==> config.mk <==
export PLATFORM = sky130hd
export DESIGN_NAME = udma_qspi_cmd_arbiter
export DESIGN_NICKNAME = d
export VERILOG_FILES = /design/src/rtl/qspi_pkg.sv /design/src/rtl/udma_qspi_rr_pick.sv /design/src/rtl/udma_qspi_cmd_arbiter.sv
export SDC_FILE = /design/constraint.sdc
export NUM_CORES = 1
export LEC_CHECK = 0
export BUFFER_PORTS_ARGS = -buffer_cell sky130_fd_sc_hd__buf_2
export CAP_MARGIN = 25
export CORE_MARGIN = 2
export CORE_UTILIZATION = 30
export DETAILED_ROUTE_END_ITERATION = 10
export GPL_TIMING_DRIVEN = 0
export PLACE_DENSITY = 0.63
export SLEW_MARGIN = 5
export SYNTH_ARGS = -nofsm -noshare
export SYNTH_HDL_FRONTEND = slang
export SYNTH_HIERARCHICAL = 1
export SYNTH_SLANG_ARGS = --single-unit
==> constraint.sdc <==
create_clock -name sys_clk_i -period 5.05 [get_ports sys_clk_i]
set_clock_uncertainty 0.15 [all_clocks]
set_input_delay 0.7575 -clock sys_clk_i [delete_from_list [all_inputs] [get_ports sys_clk_i]]
set_output_delay 0.7575 -clock sys_clk_i [all_outputs]
set_load 0.01 [all_outputs]
==> src/rtl/qspi_pkg.sv <==
// rtl/qspi_pkg.sv - shared QSPI command constants and arbiter state encoding
package qspi_pkg;

    localparam logic [3:0]  SPI_CMD_EOT  = 4'h9;
    // EOT opcode in the top nibble, event bits clear
    localparam logic [31:0] SPI_EOT_WORD = {SPI_CMD_EOT, 28'h000_0000};

    typedef enum logic [1:0] {
        IDLE  = 2'd0,
        GRANT = 2'd1,
        ABORT = 2'd2,
        FLUSH = 2'd3
    } qspi_arb_state_e;

endpackage

==> src/rtl/udma_qspi_rr_pick.sv <==
// rtl/udma_qspi_rr_pick.sv - first set request at or after ptr, searching cyclically
module udma_qspi_rr_pick #(
    parameter int N     = 2,
    parameter int IDX_W = $clog2(N)
) (
    input  logic [N-1:0]     req,
    input  logic [IDX_W-1:0] ptr,
    output logic [IDX_W-1:0] idx,
    output logic             found
);

    localparam logic [IDX_W:0] N_L = (IDX_W + 1)'(N);

    logic [IDX_W:0] cand;

    // Walk offsets from the far end so the nearest hit to ptr is written last
    always_comb begin
        idx   = '0;
        found = 1'b0;
        cand  = '0;
        for (int k = N - 1; k >= 0; k--) begin
            cand = {1'b0, ptr} + (IDX_W + 1)'(k);
            if (cand >= N_L) begin
                cand = cand - N_L;
            end
            if (req[cand[IDX_W-1:0]]) begin
                idx   = cand[IDX_W-1:0];
                found = 1'b1;
            end
        end
    end

endmodule

==> src/rtl/udma_qspi_cmd_arbiter.sv <==
// rtl/udma_qspi_cmd_arbiter.sv - round-robin, transaction-locked arbiter in front of the QSPI cmd port
module udma_qspi_cmd_arbiter
    import qspi_pkg::*;
#(
    parameter int                NB_REQ   = 2,
    parameter int                DATA_W   = 32,
    parameter int                TMO_W    = 16,
    parameter logic [DATA_W-1:0] EOT_WORD = DATA_W'(SPI_EOT_WORD),
    localparam int               IDX_W    = $clog2(NB_REQ)
) (
    input  logic                     sys_clk_i,
    input  logic                     rst_i,
    input  logic                     clr_i,
    input  logic [TMO_W-1:0]         cfg_timeout_i,
    input  logic [NB_REQ*DATA_W-1:0] req_data_i,
    input  logic [NB_REQ-1:0]        req_valid_i,
    input  logic [NB_REQ-1:0]        req_last_i,
    output logic [NB_REQ-1:0]        req_ready_o,
    output logic [DATA_W-1:0]        cmd_data_o,
    output logic                     cmd_valid_o,
    input  logic                     cmd_ready_i,
    output logic                     busy_o,
    output logic [IDX_W-1:0]         grant_id_o,
    output logic                     abort_evt_o
);

    qspi_arb_state_e   state_q, state_d;
    logic [IDX_W-1:0]  rr_ptr;
    logic [TMO_W-1:0]  tmo_cnt;
    logic [IDX_W-1:0]  pick_idx;
    logic              pick_found;
    logic              grant_valid;
    logic              grant_last;
    logic [DATA_W-1:0] grant_data;
    logic              out_free;
    logic              ready_int;
    logic              accept;
    logic              timeout;
    logic              load_word;
    logic              load_eot;
    logic [IDX_W-1:0]  next_ptr;

    udma_qspi_rr_pick #(
        .N     (NB_REQ),
        .IDX_W (IDX_W)
    ) u_rr_pick (
        .req   (req_valid_i),
        .ptr   (rr_ptr),
        .idx   (pick_idx),
        .found (pick_found)
    );

    assign grant_valid = req_valid_i[grant_id_o];
    assign grant_last  = req_last_i[grant_id_o];
    assign grant_data  = req_data_i[int'(grant_id_o)*DATA_W +: DATA_W];
    assign out_free    = !cmd_valid_o || cmd_ready_i;
    // FLUSH drains the owner regardless of the SPI side; its words are dropped
    assign ready_int   = ((state_q == GRANT) && out_free) || (state_q == FLUSH);
    assign accept      = ready_int && grant_valid;
    assign load_word   = (state_q == GRANT) && accept;
    assign load_eot    = (state_q == ABORT) && out_free;
    assign next_ptr    = (grant_id_o == IDX_W'(NB_REQ - 1)) ? '0 : grant_id_o + 1'b1;
    assign busy_o      = (state_q != IDLE);

    // A stall caused by the SPI master never expires the watchdog
    assign timeout = (state_q == GRANT) && (cfg_timeout_i != '0) &&
                     (tmo_cnt == cfg_timeout_i - 1'b1) && out_free && !accept;

    always_comb begin
        req_ready_o = '0;
        if (ready_int) begin
            req_ready_o[grant_id_o] = 1'b1;
        end
    end

    always_ff @(posedge sys_clk_i or posedge rst_i) begin
        if (rst_i) begin
            state_q <= IDLE;
        end else begin
            state_q <= state_d;
        end
    end

    always_comb begin
        state_d = state_q;
        case (state_q)
            IDLE: begin
                if (pick_found) begin
                    state_d = GRANT;
                end
            end
            GRANT: begin
                if (accept && grant_last) begin
                    state_d = IDLE;
                end else if (timeout) begin
                    state_d = ABORT;
                end
            end
            ABORT: begin
                if (out_free) begin
                    state_d = FLUSH;
                end
            end
            FLUSH: begin
                if (accept && grant_last) begin
                    state_d = IDLE;
                end
            end
            default: state_d = IDLE;
        endcase
        if (clr_i) begin
            state_d = IDLE;
        end
    end

    always_ff @(posedge sys_clk_i or posedge rst_i) begin
        if (rst_i) begin
            rr_ptr      <= '0;
            grant_id_o  <= '0;
            tmo_cnt     <= '0;
            cmd_data_o  <= '0;
            cmd_valid_o <= 1'b0;
            abort_evt_o <= 1'b0;
        end else if (clr_i) begin
            tmo_cnt     <= '0;
            cmd_data_o  <= '0;
            cmd_valid_o <= 1'b0;
            abort_evt_o <= 1'b0;
        end else begin
            abort_evt_o <= timeout;

            if ((state_q == IDLE) && pick_found) begin
                grant_id_o <= pick_idx;
            end

            if (accept && grant_last) begin
                rr_ptr <= next_ptr;
            end

            if ((state_q != GRANT) || accept) begin
                tmo_cnt <= '0;
            end else if (out_free) begin
                tmo_cnt <= tmo_cnt + 1'b1;
            end

            if (load_word) begin
                cmd_data_o  <= grant_data;
                cmd_valid_o <= 1'b1;
            end else if (load_eot) begin
                cmd_data_o  <= EOT_WORD;
                cmd_valid_o <= 1'b1;
            end else if (cmd_ready_i) begin
                cmd_valid_o <= 1'b0;
            end
        end
    end

endmodule

==> out/metrics.yaml <==
power:
  pwr_density_cell_nw_per_um2: 251
  pwr-share-clk_pct: 27.5
  seq_power_share_pct: 44.0
  p_sw_mw: 0.336
  cell_internal_pwr_mw: 0.736
  ir_drop_uv: 142
  power_frac_comb_pct: 28.5
  p_sw_share_pct: 31.3
  p_leak_nw: 2.06
  total_power_mw: 1.07
floorplan:
  core_um2: 10900
  rows: 38
  pin_count: 126
  die_x_um: 110
  die-area_um2: 12000
  die_h_um: 110
  floorplan.initialDensity_pct: 30.8
cells_and_area:
  diodes: 0
  nets: 592
  final_common_cell: "buf_2"
  area.growth.synth_to_final_pct: 27.3
  drive_above_1_share_pct: 28.7
  fin_area_um2: 4270
  most-common-layout-cells: "124 x buf_2, 54 x dfrtp_1, 50 x nand2_1, 34 x mux2i_1, 33 x o21ai_0"
  final_core_util_pct: 39.2
  instances_no_fill: 642
sta:
  maxSlewViolCount: 0
  min_period_ns: 3.25
  setup_slack_ns: 1.80
  setup_viol: 0
  holdWs_ns: 0.337
  tns_ns: 0
  timing.final.crit_share_pct: 64.3
  tightest_slew_ns: 0.981
  grt_setup_unrepaired: "false"
  hold_viol: 0
  slew_headroom_pct: 34.1
  max_clock_freq_mhz: 308
logic_synthesis:
  synth_top_area_cell: "dfrtp_1"
  yosys_warnings: 6
  synth_top_family_by_area: "simple AND/OR/NAND/NOR gates"
  synth_xor_area_share_pct: 8.09
  syn_area_um2: 3360
  synth_mux_area_share_pct: 10.8
  ys_top_cells_by_area: "dfrtp_1 40%, mux2i_1 10%, nand2_1 5.6%, o21ai_0 4.9%, xnor2_1 4.4%"
  synthSimpleGateAreaFrac_pct: 23.0
  yosysSeqAreaShare_pct: 40.3
  synthAdderAreaFrac_pct: 1.12
  avgSynthCellArea_um2: 9.05
  synth-compound-area-share_pct: 13.2
  syn_inst: 371
  ys_types: 55
  syn-num-nets: 462
  ys_async_sr_fraction_pct: 100
  synth_edf_count: 0
  ys_ff_latch: 54
  synth_top_area_share_pct: 40.3
  ys.flop_type: "dfrtp_1"
clock_tree:
  cts.repair.resized: 0
  root_buffer: "clkbuf_8"
  clk_path_buf_depth: 2
  cts.clk_slew.worst_paths_ns: 0.11
  holdBufCountCts: 0
  post_cts_buffers: 0
  cts_tree: "yes"
  htreeDepth: 2
  clock_latency_ns: 0.31
  numCtsBuffers: 5
  clock_sinks: 54
grt:
  grt_pass1_vias: 3082
  grt_max_degree: 30
  overflow: 0
  grt_first_pass_wirelength_um: 14600
  grt.total_usage_pct: 15.4
  antenna_found_initial: 0
detailed_routing:
  ant_nets: 0
  viasPerCell: 5.04
  drt_iter0_drc: 125
  vias: 3238
  wl_per_cell_um: 14.4
  drcViolationCount: 0
  first_pass_iters: 5
  drt_wl_total_um: 9230
setup_path:
  critical_path_required_ns: 5.13
  crit_type: "input port to flip-flop"
  critPathSlowestCell: "or4_1"
  rr_startpoint: "grant_id_o"
  r2r_cells: 5
  crit_chain: "buf_2 -> inv_1 -> ha_1 -> nor3b_1 -> buf_2 -> or4_4 -> o32ai_2 -> o21ai_1 -> or4_1 -> o21ai_1"
  start_kind: "input port"
  end_kind: "flip-flop"
  ff2ff_setup_slack_ns: 2.33
  arrival_ns: 3.33
  critPathMaxStageDelay_ns: 0.53
  worst-path-max-fanout: 8
  reg2reg_to: "state_q[1]"
place:
  hpwl_um: 7400
  portBuffers: 121
  gp_congestion: 0.890
  dp.cells: 633
  dp_slack_ns: 1.27
  placed_area_um2: 4160
worst_hold_path:
  hold_path_class: "input port to asynchronous set/reset pin"
run:
  cap_viol_max_count: 0
status:
  status: "finished clean"
==> flip-flops by register name, indices dropped and copies added (netlist names) <==
name and flops:
rr_ptr 1, grant_id_o 1, cmd_valid_o 1, tmo_cnt 16, cmd_data_o 32, state_q 2, abort_evt_o 1
==> routing by layer <==
metal  vias up  track usage [%]  part of all wire (%)
met5         -                0                     0
met4         0             3.53                  0.90
met3         8             4.62                   7.9
met2       125             24.7                    45
met1      1530             20.4                    46
li1       1575                -                     -
==> worst max-delay path: cells and delay by family <==
kind                     cells  cell delay, ns
AO/OA/AOI/OAI                3            0.58
adder cells (fa/ha/maj)      1            0.30
buffers and inverters        3            0.45
AND/OR/NAND/NOR              3            1.25
==> cells by family after synthesis <==
logic type	Yosys count
muxes	36
xor gates and xnor gates	31
AOI/OAI and AO/OA	69
buffers and inverters	28
DFF	54
and+or+nand+nor	150
adders and majority gates	3
==> worst max-delay path by stage <==
stage,start,endpoint,cells past startpoint
global route,cfg_timeout_i[0],state_q[1],10
global placement,cfg_timeout_i[0],state_q[1],9
finish,cfg_timeout_i[0],state_q[1],10
floorplan,cfg_timeout_i[4],state_q[1],7
detailed placement,cfg_timeout_i[0],state_q[1],9
CTS,cfg_timeout_i[0],state_q[1],9
==> power groups by stage <==
| stage | clock [mW] | sequential [mW] | combinational (mW) |
|---|---|---|---|
| finish | 0.295 | 0.472 | 0.306 |
| global route | 0.322 | 0.475 | 0.340 |
| CTS | 0.306 | 0.472 | 0.311 |
| detailed placement | 0 | 0.479 | 0.311 |
| global placement | 0 | 0.479 | 0.302 |
| floorplan | 0 | 0.487 | 0.188 |
==> Yosys cell counts (2+ instances only) <==
master and instances:
a211oi_1 4, a21oi_1 6, and3_1 7, buf_1 3, buf_2 2, clkbuf_1 12
dfrtp_1 54, ha_1 3, inv_1 10, mux2_2 2, mux2i_1 34, nand2_1 50
nand2b_1 3, nand3_1 9, nand3b_1 2, nand4_1 8, nor2_1 29, nor2b_1 5
nor3_1 7, nor3b_1 4, nor4_1 4, nor4_2 2, o211ai_1 4, o21ai_0 33
o21ai_1 2, o22ai_1 3, o311ai_0 3, or2_1 2, or3_1 3, or4_1 6
or4_4 2, xnor2_1 17, xor2_1 14
==> final cells by class <==
cell class,instances,area [um^2]
sequential,54,1350
tap,140,175
inverter,10,37.5
fill,1090,6620
clock inverter,2,37.5
timing repair buffer,123,631
buffer,18,77.6
multi-input combinational,289,1890
clock buffer,6,72.6
Note: power is estimated with default switching activity, not from simulation.
